File: src/rtl/rs_decode_sched.sv
`default_nettype none
// ============================================================================
// Module      : rs_decode_sched
// Description : Frame-level sequencer for the RS decoder pipeline. Accepts one
//               buffered codeword at a time and walks it through syndrome,
//               key-equation, Chien search and correction stages. Each stage
//               is started with a one-cycle pulse and finished by its done
//               input. Early exit, uncorrectable and timeout outcomes are
//               decided here. Each frame gets a held status, and saturating
//               good/fail frame counters are kept.
// Ports       : clk, rst (async, active-high)
//               frame_valid / frame_ready     - codeword buffer handshake
//               busy                          - not idle
//               syn_/key_/chn_/cor_start,done - stage handshakes
//               syn_zero, key_deg, chn_roots  - stage results, sampled with done
//               out_valid / out_ready         - result handshake
//               out_status                    - 00 clean, 01 corrected,
//                                               10 uncorrectable, 11 timeout
//               ok_count, fail_count          - saturating frame counters
// Revision    : 1.0 - initial release
// ============================================================================
module rs_decode_sched #(
  parameter int TIMEOUT = 64,
  parameter int CNT_W   = 16
) (
  input  logic             clk,
  input  logic             rst,
  input  logic             frame_valid,
  output logic             frame_ready,
  output logic             busy,
  output logic             syn_start,
  input  logic             syn_done,
  input  logic             syn_zero,
  output logic             key_start,
  input  logic             key_done,
  input  logic [1:0]       key_deg,
  output logic             chn_start,
  input  logic             chn_done,
  input  logic [1:0]       chn_roots,
  output logic             cor_start,
  input  logic             cor_done,
  output logic             out_valid,
  input  logic             out_ready,
  output logic [1:0]       out_status,
  output logic [CNT_W-1:0] ok_count,
  output logic [CNT_W-1:0] fail_count
);

  localparam int                 TIMER_W   = $clog2(TIMEOUT + 1);
  localparam logic [TIMER_W-1:0] TIMER_MAX = TIMER_W'(TIMEOUT);
  localparam logic [CNT_W-1:0]   CNT_MAX   = {CNT_W{1'b1}};

  typedef enum logic [2:0] {
    IDLE = 3'd0,
    SYN  = 3'd1,
    KEY  = 3'd2,
    CHN  = 3'd3,
    COR  = 3'd4,
    DONE = 3'd5
  } state_t;

  state_t             state, state_n;
  logic               entry, entry_n;     // high only in the first cycle of a stage
  logic [TIMER_W-1:0] timer;
  logic [1:0]         status, status_n;
  logic [1:0]         deg, deg_n;         // locator degree kept for the root check
  logic               ok_inc, fail_inc;
  logic               stage_done;
  logic               in_stage, in_stage_n;

  assign in_stage   = (state   inside {SYN, KEY, CHN, COR});
  assign in_stage_n = (state_n inside {SYN, KEY, CHN, COR});

  always_ff @(posedge clk or posedge rst) begin
    if (rst) begin
      state      <= IDLE;
      entry      <= 1'b0;
      timer      <= '0;
      status     <= 2'b00;
      deg        <= 2'd0;
      ok_count   <= '0;
      fail_count <= '0;
    end else begin
      state  <= state_n;
      entry  <= entry_n;
      status <= status_n;
      deg    <= deg_n;
      // Timer counts cycles spent in the current stage; it never passes
      // TIMER_MAX because the stage is left at that value.
      if (entry_n || !in_stage_n) begin
        timer <= '0;
      end else begin
        timer <= timer + TIMER_W'(1);
      end
      if (ok_inc && (ok_count != CNT_MAX)) begin
        ok_count <= ok_count + CNT_W'(1);
      end
      if (fail_inc && (fail_count != CNT_MAX)) begin
        fail_count <= fail_count + CNT_W'(1);
      end
    end
  end

  always_comb begin
    state_n    = state;
    status_n   = status;
    deg_n      = deg;
    ok_inc     = 1'b0;
    fail_inc   = 1'b0;
    stage_done = 1'b0;
    entry_n    = 1'b0;

    // Only the current stage's done counts, and never in its entry cycle.
    case (state)
      SYN:     stage_done = syn_done & ~entry;
      KEY:     stage_done = key_done & ~entry;
      CHN:     stage_done = chn_done & ~entry;
      COR:     stage_done = cor_done & ~entry;
      default: stage_done = 1'b0;
    endcase

    case (state)
      IDLE: begin
        if (frame_valid) state_n = SYN;
      end
      SYN: begin
        if (stage_done) begin
          if (syn_zero) begin
            state_n  = DONE;
            status_n = 2'b00;
          end else begin
            state_n = KEY;
          end
        end
      end
      KEY: begin
        if (stage_done) begin
          deg_n = key_deg;
          if (key_deg == 2'd0) begin
            state_n  = DONE;
            status_n = 2'b10;
          end else begin
            state_n = CHN;
          end
        end
      end
      CHN: begin
        if (stage_done) begin
          if (chn_roots != deg) begin
            state_n  = DONE;
            status_n = 2'b10;
          end else begin
            state_n = COR;
          end
        end
      end
      COR: begin
        if (stage_done) begin
          state_n  = DONE;
          status_n = 2'b01;
        end
      end
      DONE: begin
        if (out_ready) begin
          state_n  = IDLE;
          ok_inc   = ~status[1];
          fail_inc = status[1];
        end
      end
      default: state_n = IDLE;
    endcase

    // A done arriving in the timeout cycle takes precedence.
    if (in_stage && !stage_done && (timer == TIMER_MAX)) begin
      state_n  = DONE;
      status_n = 2'b11;
    end

    entry_n = (state_n != state) && in_stage_n;
  end

  assign frame_ready = (state == IDLE);
  assign busy        = (state != IDLE);
  assign syn_start   = entry && (state == SYN);
  assign key_start   = entry && (state == KEY);
  assign chn_start   = entry && (state == CHN);
  assign cor_start   = entry && (state == COR);
  assign out_valid   = (state == DONE);
  assign out_status  = status;

endmodule
`default_nettype wire

File: config.mk
export PLATFORM = sky130hd
export DESIGN_NAME = rs_decode_sched
export DESIGN_NICKNAME = d
export VERILOG_FILES = /design/src/rtl/rs_decode_sched.sv
export SDC_FILE = /design/constraint.sdc
export NUM_CORES = 1
export LEC_CHECK = 0
export ABC_AREA = 1
export BUFFER_PORTS_ARGS = -buffer_cell sky130_fd_sc_hd__buf_2
export CAP_MARGIN = 5
export CORE_MARGIN = 8
export CORE_UTILIZATION = 54
export DETAILED_ROUTE_END_ITERATION = 8
export PLACE_DENSITY = 0.9
export SLEW_MARGIN = 30
export SYNTH_ARGS = -nofsm -noshare
export SYNTH_HDL_FRONTEND = slang
export SYNTH_SLANG_ARGS = --single-unit
export TNS_END_PERCENT = 5
File: constraint.sdc
create_clock -name clk -period 2.05 [get_ports clk]
set_input_delay 0.3075 -clock clk [delete_from_list [all_inputs] [get_ports clk]]
set_output_delay 0.3075 -clock clk [all_outputs]
set_load 0.03 [all_outputs]
==> out/results.ini, run 1 <==
[run_status]
outcome = complete, but fails checks
violations = negative setup slack

[cts]
htree_levels = 2
cts.sinks = 47
cts.clk_slew.worst_paths_ns = 0.10
root_buffer = clkbuf_8
postCtsHoldBufs = 0
cts_tree = yes
clockBufferDepth = 2
cts_made_buffers = 5
insertion_delay_ns = 0.31

[route]
drtAntennaViolNets = 0
first_pass_iters = 7
avgViaCountPerCell = 5.25
wire_per_inst_um = 14.0
drc = 0
dr_total_vias = 2287
routed_wl_um = 6090
drtIter0Drc = 100

[sta]
period_needed_ns = 2.07
setup_viol = 7
fmax_ghz = 0.482
worst_pin_slew_ns = 0.589
timing.hold.ws_ns = 0.125
slew_viol_final = 0
fin_skew_ns = 0.0107
final-hold-violation-count = 0
maxSlewHeadroom_pct = 60.8
worst_slack_ns = -0.0226
rsz0062_at_grt = yes
period_share_pct = 101

[global_routing]
grt_max_degree = 48
gr-total-overflow = 0
grt_pass1_vias = 2354
grtUsageTotal_pct = 17.2
antenna_found_initial = 0
grt_pass1_wl_um = 10200

[logic_synthesis]
ys_seq_area_share_pct = 46.0
ys_ff_latch = 47
ys_async_sr_fraction_pct = 100
synth_most_common_cell = nand2_1
synthTopCellsByArea = dfrtp_1, nand2_1, xor2_1
synth.top_cell.area_share_pct = 46.0
synth_area_um2 = 2550
synthCells = 302
synth_cell_types = 29
synth_edf_count = 0
syn_area_per_cell_um2 = 8.46
synth_fp_nets = 319
ys.warnings.count = 0
synth_commonest_cells = nand2_1, dfrtp_1, inv_1, nor2_1
synthFlopType = dfrtp_1
yosysTopAreaCell = dfrtp_1

[power_and_ir_drop]
powerDensity_nw_per_um2 = 1150
ir_worst_vdd_mv = 0.920
power_leakage_nw = 1.75

[layout]
final_layout_size_suffix_gt1_share_pct = 35.6
multi_input_area_um2 = 1330
regArea_um2 = 1180
fin_util_pct = 70.7
antenna-diode-count = 0
synthToLayoutAreaGrowth_pct = 28.1
fin_nets = 398
nFillCells = 341

[worst_hold_path]
hold_path_class = in -> async

[floorplanning]
die_width_um = 84.8
die_height_um = 84.8
dieArea_um2 = 7190
rows = 25
start_util_pct = 55.2
ios = 54
coreArea_um2 = 4630

[setup_path]
crit_arrival_ns = 2.31
worstPathMaxFanout = 7
required_ns = 2.28
criticalPathCategory = reg -> reg
crit_path_end_kind = register
r2r_cells = 15
worstSetupStartpointType = register
critPathSlowestCell = dfrtp_2
critPathMaxStageDelay_ns = 0.47
crit_chain = nor2_4, nand2_8, nand2_4, nand2_2, inv_2, nand2_4, nand4_1, nor2_1, nor2_1, nand3_2, inv_2, nand2_1, nand2_2, nand3_4, nor2_1
r2r_setup_slack_ns = -0.02
cpMostUsedCell = nor2_1

[placed_design]
pre_cts_ws_ns = -0.114
gp_congestion = 0.844
io_buffer_count = 53
dp_hpwl_um = 4430

[flow_run]
drv_cap = 0

==> layout by cell type, fill, tap and decap left out, drive strengths merged, types with 12 or more instances in the layout <==
master,synthesis,routed
xor2,20,20
xnor2,12,12
buf,0,72
nand2,62,62
dfrtp,47,47
nand4,12,12
nor2,43,43
inv,43,43
nand3,24,24
==> cell type report <==
cell class / instances / area share [%]
Timing Repair Buffer: 72 / 12.7
Clock inverter: 3 / 1.34
Tap cell: 54 / 2.06
Inverter: 43 / 5.08
Clock buffer: 5 / 2.10
Multi-Input combinational cell: 212 / 40.7
Sequential cell: 47 / 36.0
==> where the power goes <==
group,internal (mW),switching [mW],total [mW]
Combinational,0.679,1.22,1.90
Clock,0.363,0.323,0.687
Sequential,1.06,0.137,1.20
==> registers in the layout (all words and copies together), names as in the netlist <==
name and cells:
ok_count 16, state 3, deg 2, fail_count 16
timer 7, out_status 2, entry 1
==> routing by layer <==
layer	track usage, %	vias up	wire length, µm
met4	6.63	0	82
met3	5.07	11	370
met5	0	-	0
li1	-	1128	-
met1	19.8	1080	2510
met2	29.3	68	3120
==> cell families after synthesis <==
group	after synthesis	synth area share, %
AND/OR/NAND/NOR	157	29.9
flip-flops	47	46.0
buffers and inverters	43	6.32
XOR/XNOR	32	11.0
AO/OA/AOI/OAI	16	3.48
adder cells (fa/ha/maj)	4	1.96
multiplexers	3	1.32
==> timing repair <==
| item | 4_1_cts | 5_1_grt |
|---|---|---|
| gates resized for setup | 11 | 27 |
| pin swaps | 8 | 12 |
| setup endpoints to repair | 8 | 14 |
| setup buffers | 6 | 2 |
| gates cloned | 0 | 0 |
==> path summary, 6_finish.rpt <==
path,startpoint,to
worst min register to register,ok_count[5]$_DFFE_PP0P_,ok_count[5]$_DFFE_PP0P_
max in group asynchronous,rst,state[1]$_DFF_PP0_
worst max register to register,state[0]$_DFF_PP0_,timer[5]$_DFF_PP0_
min in group clk,key_deg[0],deg[0]$_DFFE_PP0P_
worst min-delay path,rst,ok_count[4]$_DFFE_PP0P_
worst max-delay path,state[0]$_DFF_PP0_,timer[5]$_DFF_PP0_
==> stage by stage <==
step	TNS, ns	total power, mW	instance area (µm²)	cells
6_report	-0.123	3.78	3270	436
5_1_grt	-1.10	4.03	3270	436
4_1_cts	0	3.52	3170	434
3_5_place_dp	-0.758	2.71	2970	420
3_3_place_gp	-0.762	2.69	2970	420
2_1_floorplan	0	2.28	2550	302
==> critical path: cells and delay by family (launching register included) <==
kind / cells / cell delay [ns]
simple gates: 13 / 1.39
flops: 1 / 0.47
buf+inv: 2 / 0.15
Power figures use the tool's default switching activity.
==> run 2: changes to the inputs <==
--- a/config.mk
+++ b/config.mk
@@ -10,6 +10,7 @@
 export CAP_MARGIN = 5
 export CORE_MARGIN = 8
 export CORE_UTILIZATION = 54
+export CTS_BUF_LIST = sky130_fd_sc_hd__clkbuf_16
 export DETAILED_ROUTE_END_ITERATION = 8
 export PLACE_DENSITY = 0.9
 export SLEW_MARGIN = 30
==> run 2 against run 1 <==
  * The run still ends with negative setup slack left
  * Non-clock buffer count increased by 2
  * Combinational power increased by 2%
  * Setup slack improved by 0.019 ns
  * Critical endpoint unchanged
  * Largest cell class unchanged
  * Largest power group unchanged
==> out/results.ini, run 2 (synthesis gave the netlist of run 1 again) <==
[run_status]
outcome = complete, but fails checks
violations = negative setup slack

[route]
drc = 0
wire_per_inst_um = 14.5
drtIter0Drc = 95
drtAntennaViolNets = 0
routed_wl_um = 6350
avgViaCountPerCell = 5.28
dr_total_vias = 2314
first_pass_iters = 4

[power_and_ir_drop]
ir_worst_vdd_mv = 0.930
switching_share_pct = 42.4
combPwrFrac_pct = 47.7
pwr-share-clk_pct = 22.8
p_total_mw = 4.06
power_leakage_nw = 1.79
intPower_mw = 2.34
p_seq_share_pct = 29.6
powerDensity_nw_per_um2 = 1210
switching_power_mw = 1.72

[setup_path]
critical_path_buf_inv_count = 1
r2r_cells = 13
crit_arrival_ns = 2.27
required_ns = 2.27
r2r_setup_slack_ns = -0.004
worstPathMaxFanout = 7
worstSetupStartpointType = register
worstSetupPathDepth = 13
cp_top_family = simple AND/OR/NAND/NOR gates
crit_path_end_kind = register
critPathSlowestCell = dfrtp_2
crit_chain = nor2_4, nand2_8, nand3_2, nand2_2, inv_4, nand2_4, o21ai_2, nand4_1, nand2_1, nand2_1, nor2_4, nand3_4, nor2_1
critPathMaxStageDelay_ns = 0.46
criticalPathCategory = reg -> reg

[cts]
cts_tree = yes
cts_made_buffers = 5
clockBufferDepth = 2
htree_levels = 2
postCtsHoldBufs = 0
root_buffer = clkbuf_16
insertion_delay_ns = 0.29
cts.clk_slew.worst_paths_ns = 0.07
cts.sinks = 47

[global_routing]
grt_pass1_wl_um = 10200
antenna_found_initial = 0
grtUsageTotal_pct = 17.3
grt_max_degree = 48
grt_pass1_vias = 2369
gr-total-overflow = 0

[sta]
fin_skew_ns = 0.00719
maxSlewHeadroom_pct = 60.0
fin_setup_tns_ns = -0.00372
slew_viol_final = 0
worst_pin_slew_ns = 0.601
timing.hold.ws_ns = 0.157
period_needed_ns = 2.05
worst_slack_ns = -0.00372
fmax_ghz = 0.487
final-hold-violation-count = 0
period_share_pct = 100
setup_viol = 1
rsz0062_at_grt = yes

[layout]
fin_cells = 438
final_layout_size_suffix_gt1_share_pct = 36.2
synthToLayoutAreaGrowth_pct = 31.6
fin_nets = 400
antenna-diode-count = 0
layout_commonest_cell = buf_2
reg.largest.list = fail_count (16), ok_count (16), timer (7)
most-common-layout-cells = buf_2, nand2_1, dfrtp_1

[placed_design]
pre_cts_ws_ns = -0.114
dp.cells = 420
io_buffer_count = 53
dp_hpwl_um = 4430
gp_congestion = 0.844

[floorplanning]
ios = 54
die_width_um = 84.8
coreArea_um2 = 4630
rows = 25
start_util_pct = 55.2
dieArea_um2 = 7190
die_height_um = 84.8

[flow_run]
drv_cap = 0

[worst_hold_path]
hold_path_class = in -> async

run 2: worst paths after layout:
check                                   startpoint                       to
setup / recovery                state[0]$_DFF_PP0_       timer[5]$_DFF_PP0_
hold / removal                                 rst  ok_count[4]$_DFFE_PP0P_
setup reg to reg                state[0]$_DFF_PP0_       timer[5]$_DFF_PP0_
hold reg to reg            ok_count[5]$_DFFE_PP0P_  ok_count[5]$_DFFE_PP0P_
max in group asynchronous                      rst       state[0]$_DFF_PP0_
min in group clk                        key_deg[0]       deg[0]$_DFFE_PP0P_
run 2: per-stage QoR:
step                      cell area [µm²]  util [%]
after detailed placement             2970      64.2
after global routing                 3360      72.6
after global placement               2970      64.2
final                                3360      72.6
after CTS                            3230      69.7
after floorplan                      2550         -
run 2: metal layers:
metal / share of wire (%) / global-route usage, % / vias up
met4: 0.55 / 5.66 / 0
met5: 0 / 0 / -
met2: 52 / 30.1 / 74
met1: 41 / 19.7 / 1103
met3: 6.1 / 5.27 / 4
li1: - / - / 1133
run 2: layout make-up:
class / instances / area (µm²)
clock inverter: 3 / 43.8
clock buffer: 5 / 125
multi-input combinational: 212 / 1340
timing repair buffer: 74 / 439
tap: 54 / 67.6
sequential: 47 / 1180
inverter: 43 / 169
fill: 327 / 1270
run 2: repair_timing:
item	in CTS	in global routing
setup endpoints to repair	8	15
gates cloned	0	0
resized for setup	12	28
endpoints found under the hold margin	0	0
pin swaps	7	14
buffers inserted	6	4
run 2: power by group through the flow:
stage	logic, mW	clock network, mW	registers [mW]
2_1_floorplan	0.994	0	1.28
3_3_place_gp	1.51	0	1.18
3_5_place_dp	1.52	0	1.19
4_1_cts	1.64	0.930	1.19
5_1_grt	2.12	0.968	1.22
6_report	1.94	0.925	1.20
run 2: worst register-to-register path, cell delays in order, from the launching register on:
cell	delay (ns)
dfrtp_2	0.46
nor2_4	0.20
nand2_8	0.10
nand3_2	0.07
nand2_2	0.07
inv_4	0.10
nand2_4	0.09
o21ai_2	0.16
nand4_1	0.14
nand2_1	0.08
nand2_1	0.09
nor2_4	0.15
nand3_4	0.14
nor2_1	0.13
